<file path="config.mk">
export PLATFORM = sky130hd
export DESIGN_NAME = mem_bus_arbiter
export DESIGN_NICKNAME = d
export VERILOG_FILES = /design/src/rtl/mem_bus_arbiter.sv
export SDC_FILE = /design/constraint.sdc
export NUM_CORES = 1
export LEC_CHECK = 0
export ABC_CLOCK_PERIOD_IN_PS = 2340
export BUFFER_PORTS_ARGS = -buffer_cell sky130_fd_sc_hd__buf_2
export CAP_MARGIN = 20
export CORE_MARGIN = 2
export CORE_UTILIZATION = 30
export DETAILED_ROUTE_END_ITERATION = 16
export PLACE_DENSITY = 0.8
export SLEW_MARGIN = 20
export SYNTH_ARGS = -nofsm -noshare
export SYNTH_HDL_FRONTEND = slang
export SYNTH_SLANG_ARGS = --single-unit
</file>
<file path="constraint.sdc">
create_clock -name ph1 -period 2.34 [get_ports ph1]
set_clock_uncertainty 0.2 [all_clocks]
set_input_delay 0.468 -clock ph1 [delete_from_list [all_inputs] [get_ports ph1]]
set_output_delay 0.468 -clock ph1 [all_outputs]
set_load 0.02 [all_outputs]
</file>
<file path="src/rtl/mem_bus_arbiter.sv">
// mem_bus_arbiter: arbitrates a single-port memory between the 6502 core (c_*) and a
// DMA/test-loader port (d_*). The arbiter grants at most one access per cycle and
// steers read data back one cycle later. Writes into the ROM window are dropped.
// DMA bursts are capped at MAX_BURST consecutive grants while the CPU is waiting.
//
// Ports:
//   ph1, reset                      clock, async active-low reset
//   c_req/c_we/c_addr/c_wdata       CPU request
//   c_rdy, c_rdata, c_rvalid        CPU grant (combinational), read return
//   d_req/d_we/d_addr/d_wdata       DMA request
//   d_gnt, d_rdata, d_rvalid        DMA grant (combinational), read return
//   m_en/m_we/m_addr/m_wdata        memory access (combinational)
//   m_rdata                         memory read data, valid the cycle after a read
//   rom_wr_err                      one-cycle pulse after a dropped ROM write
module mem_bus_arbiter #(
    parameter int unsigned       ADDR_W    = 16,
    parameter int unsigned       DATA_W    = 8,
    parameter logic [ADDR_W-1:0] ROM_BASE  = ADDR_W'(16'hF000),
    parameter int unsigned       MAX_BURST = 4
) (
    input  logic              ph1,
    input  logic              reset,
    input  logic              c_req,
    input  logic              c_we,
    input  logic [ADDR_W-1:0] c_addr,
    input  logic [DATA_W-1:0] c_wdata,
    output logic              c_rdy,
    output logic [DATA_W-1:0] c_rdata,
    output logic              c_rvalid,
    input  logic              d_req,
    input  logic              d_we,
    input  logic [ADDR_W-1:0] d_addr,
    input  logic [DATA_W-1:0] d_wdata,
    output logic              d_gnt,
    output logic [DATA_W-1:0] d_rdata,
    output logic              d_rvalid,
    output logic              m_en,
    output logic              m_we,
    output logic [ADDR_W-1:0] m_addr,
    output logic [DATA_W-1:0] m_wdata,
    input  logic [DATA_W-1:0] m_rdata,
    output logic              rom_wr_err
);

    localparam int unsigned STREAK_W = (MAX_BURST < 1) ? 1 : $clog2(MAX_BURST + 1);
    localparam logic [STREAK_W-1:0] STREAK_MAX = STREAK_W'(MAX_BURST);

    typedef enum logic [1:0] {
        OWN_NONE = 2'd0,
        OWN_CPU  = 2'd1,
        OWN_DMA  = 2'd2
    } owner_e;

    owner_e              rd_owner;
    owner_e              rd_owner_nxt;
    logic [STREAK_W-1:0] streak;
    logic [STREAK_W-1:0] streak_nxt;
    logic                rom_err_nxt;
    logic                cpu_win;
    logic                dma_win;
    logic                sel_we;
    logic                rom_hit;
    logic [ADDR_W-1:0]   sel_addr;
    logic [DATA_W-1:0]   sel_wdata;

    // Arbitration, memory mux and next-state; grants are suppressed while in reset
    always_comb begin
        cpu_win      = 1'b0;
        dma_win      = 1'b0;
        rd_owner_nxt = OWN_NONE;
        streak_nxt   = '0;

        if (reset) begin
            // DMA has priority until it has used up its burst allowance against a waiting CPU
            if (d_req && !(c_req && (streak == STREAK_MAX))) begin
                dma_win = 1'b1;
            end else if (c_req) begin
                cpu_win = 1'b1;
            end
        end

        sel_addr  = dma_win ? d_addr  : c_addr;
        sel_wdata = dma_win ? d_wdata : c_wdata;
        sel_we    = dma_win ? d_we    : (cpu_win & c_we);
        rom_hit   = (sel_addr >= ROM_BASE);

        m_en    = cpu_win | dma_win;
        m_we    = sel_we & ~rom_hit;
        m_addr  = sel_addr;
        m_wdata = sel_wdata;
        c_rdy   = cpu_win;
        d_gnt   = dma_win;

        rom_err_nxt = sel_we & rom_hit;

        if (dma_win) begin
            streak_nxt = (streak == STREAK_MAX) ? streak : streak + STREAK_W'(1);
        end

        if (cpu_win && !c_we) begin
            rd_owner_nxt = OWN_CPU;
        end else if (dma_win && !d_we) begin
            rd_owner_nxt = OWN_DMA;
        end

        c_rvalid = (rd_owner == OWN_CPU);
        d_rvalid = (rd_owner == OWN_DMA);
        c_rdata  = m_rdata;
        d_rdata  = m_rdata;
    end

    // Read owner, DMA streak and ROM error pulse
    always_ff @(posedge ph1 or negedge reset) begin
        if (!reset) begin
            rd_owner   <= OWN_NONE;
            streak     <= '0;
            rom_wr_err <= 1'b0;
        end else begin
            rd_owner   <= rd_owner_nxt;
            streak     <= streak_nxt;
            rom_wr_err <= rom_err_nxt;
        end
    end

endmodule

</file>
==> results.py <==
metrics = {
    "clock_network": {
        "cts.sinks": 6,
        "cts_buffers": 3,
        "clockBufferDepth": 2,
        "clock_latency_ns": 0.25,
        "cts_tree": "yes",
        "htreeDepth": 1,
        "cts_root_buf": "clkbuf_4",
        "clk_pin_slew_worst_paths_ns": 0.05,
    },
    "setup_path": {
        "reg2reg_depth": 7,
        "crit_required_ns": 1.67,
        "r2r_setup_slack_ns": 0.56,
        "r2r_end": "rom_wr_err",
        "critPathLaunchType": "register",
        "arrival_ns": 1.74,
        "critical_path.max_fanout": 5,
        "crit_chain": "inv_2 -> ha_4 -> nand3_4 -> nand3_4 -> buf_12 -> buf_8 -> mux2_4 -> buf_6",
        "crit_type": "reg2out",
        "worstReg2RegStart": "streak[1]",
        "worstSetupEndpointType": "output port",
        "crit_path_frequent_cell": "nand3_4",
        "max_stage_delay_ns": 0.38,
        "worst_path_max_delay_cell": "dfrtp_1",
    },
    "yosys": {
        "synth_most_common_cell": "mux2_2",
        "ys_top_cells_by_area": "mux2_2, dfrtp_1, buf_4",
        "avgSynthCellArea_um2": 9.39,
        "synth_top_cells_by_count": "mux2_2, buf_4, dfrtp_1, nand2_1, nor2_1",
        "synth-edff-count": 0,
        "synthFlopType": "dfrtp_1",
        "syn_area_um2": 761,
        "synth.top_cell.area_share": 0.355,
        "yosys_warnings": 0,
        "synth-seq-cells": 6,
        "seq_area_frac_synth": 0.197,
        "async_flop_share": 1.00,
        "yosysTopAreaCell": "mux2_2",
        "syn_nets": 145,
        "synthCells": 81,
        "ys_types": 21,
    },
    "floorplanning": {
        "rows": 18,
        "die_area_um2": 2950,
        "core-area_um2": 2430,
        "die_w_um": 54.4,
        "start_util": 0.313,
        "die_y_um": 54.4,
        "ios": 109,
    },
    "outcome": {
        "status": "finished with violations",
        "violations": "design-rule violations, negative setup slack",
    },
    "cells_and_area": {
        "multi_input_area_um2": 562,
        "fin_util": 0.645,
        "area_growth_pct": 106,
        "diodes": 0,
        "finalNonFillerCells": 198,
        "drive_above_1_share": 0.804,
        "nFillCells": 204,
        "final_nets": 234,
        "seq_area_um2": 150,
    },
    "drt": {
        "drc": 1,
        "ant_nets": 0,
        "viasPerCell": 4.81,
        "drt-total-wl_um": 3310,
        "vias": 953,
        "drt_iter0_markers": 10,
        "first_pass_iters": 10,
        "wl_per_cell_um": 16.7,
    },
    "power_and_ir_drop": {
        "p_leak_uw": 0.000893,
        "p_seq_frac": 0.204,
        "p_total_uw": 533,
        "netSwitchingFraction": 0.347,
        "p_sw_uw": 185,
        "power_frac_clock": 0.193,
        "combPwrFrac": 0.603,
        "ir_worst_vdd_mv": 0.249,
        "power.density_nw_per_um2": 339,
        "intPower_uw": 348,
    },
    "hold_path": {
        "hold_class": "in2reg",
        "min_path_cells": 2,
        "holdPathEnd": "rd_owner[0]",
        "min_from": "c_we",
    },
    "placement": {
        "gp_congestion": 0.807,
        "dp_cells": 180,
        "numPortBuffers": 84,
        "dp_hpwl_um": 2000,
    },
    "global_routing": {
        "grt_pass1_wl_um": 4420,
        "grt_start_max_net_pins": 9,
        "grt_pass1_vias": 929,
        "track_usage": 0.213,
        "antenna_found_initial": 0,
        "grt_overflow_total": 0,
    },
    "sta": {
        "setup_viol": 11,
        "timing.fmax_ghz": 0.416,
        "setup_slack_ns": -0.0658,
        "worst_pin_slew_ns": 0.313,
        "min_period_ns": 2.41,
        "hold_ws_ns": 0.184,
        "post-route-period-util": 1.03,
        "max-slew-margin-rel": 0.790,
        "finalHoldViolCount": 0,
        "rsz0062_at_grt": "yes",
        "finalMaxSlewViolations": 0,
    },
    "job": {
        "maxCapViolations": 0,
    },
}
[registers in the layout (all words and copies together) (netlist names)]
register / cells
rd_owner: 2
rom_wr_err: 1
streak: 3
[through the flow]
| stage | cell area (um^2) | setup WS [ns] | TNS [ns] |
|---|---|---|---|
| 3_3_place_gp | 1110 | 0.0991 | 0 |
| 4_1_cts | 1490 | -0.0598 | -0.610 |
| 6_report | 1570 | -0.0658 | -0.616 |
| 2_1_floorplan | 761 | 0.243 | 0 |
| 5_1_grt | 1570 | -0.139 | -2.05 |
| 3_5_place_dp | 1110 | 0.0520 | 0 |
[power groups by stage]
stage / Sequential (uW) / Combinational, uW / Clock, uW
after floorplan: 110 / 153 / 0
after global placement: 110 / 204 / 0
after detailed placement: 111 / 207 / 0
after CTS: 109 / 296 / 105
after global routing: 109 / 339 / 107
final: 109 / 321 / 103
[critical path: cells and delay by family (launching register included)]
| family | cells | cell delay [ns] |
|---|---|---|
| mux | 1 | 0.31 |
| flops | 1 | 0.38 |
| simple gates | 2 | 0.20 |
| fa+ha+maj | 1 | 0.15 |
| buf+inv | 4 | 0.45 |
[worst max path at each step]
stage,startpoint,endpoint
after global routing,streak[0],m_wdata[2]
final,streak[1],m_wdata[2]
after CTS,streak[1],m_wdata[2]
after floorplan,streak[0],m_addr[12]
after detailed placement,streak[0],m_wdata[2]
after global placement,streak[0],m_wdata[2]
[layout by cell type (no fill, tap or decap), drive strengths merged, types with 2 or more instances in the layout]
cell type	instances
nand4	3
ha	2
nor2b	2
dfrtp	6
clkbuf	3
nor2	5
nand3	3
mux2	24
buf	101
inv	5
nand2	6
[layer usage]
metal,vias to the layer above,track usage,part of all wire
met5,-,0,0
met4,0,0.0917,0.015
met3,6,0.0628,0.080
met2,48,0.345,0.54
met1,460,0.260,0.37
li1,439,-,-
[cell families after synthesis]
kind of cell,Yosys count,share of synthesized area
AOI/OAI and AO/OA,5,0.0461
and+or+nand+nor,20,0.145
muxes,24,0.355
DFF,6,0.197
buffers and inverters,23,0.212
xor gates and xnor gates,1,0.0115
adders and majority gates,2,0.0329
[final cells by class]
cell class                 count  share of cell area
sequential                     6              0.0957
clock buffer                   3              0.0144
tap                           30              0.0239
inverter                       5              0.0167
multi-input combinational     52               0.358
timing repair buffer         102               0.491
[repair_timing]
item | 4_1_cts | 5_1_grt
hold buffers | 1 | 0
resized for setup | 67 | 23
setup buffers | 8 | 5
cloned | 2 | 0
pin swaps | 2 | 1
hold endpoints to repair | 6 | 0
setup endpoints to repair | 24 | 25
No activity file was read; power rests on OpenSTA's default activity.
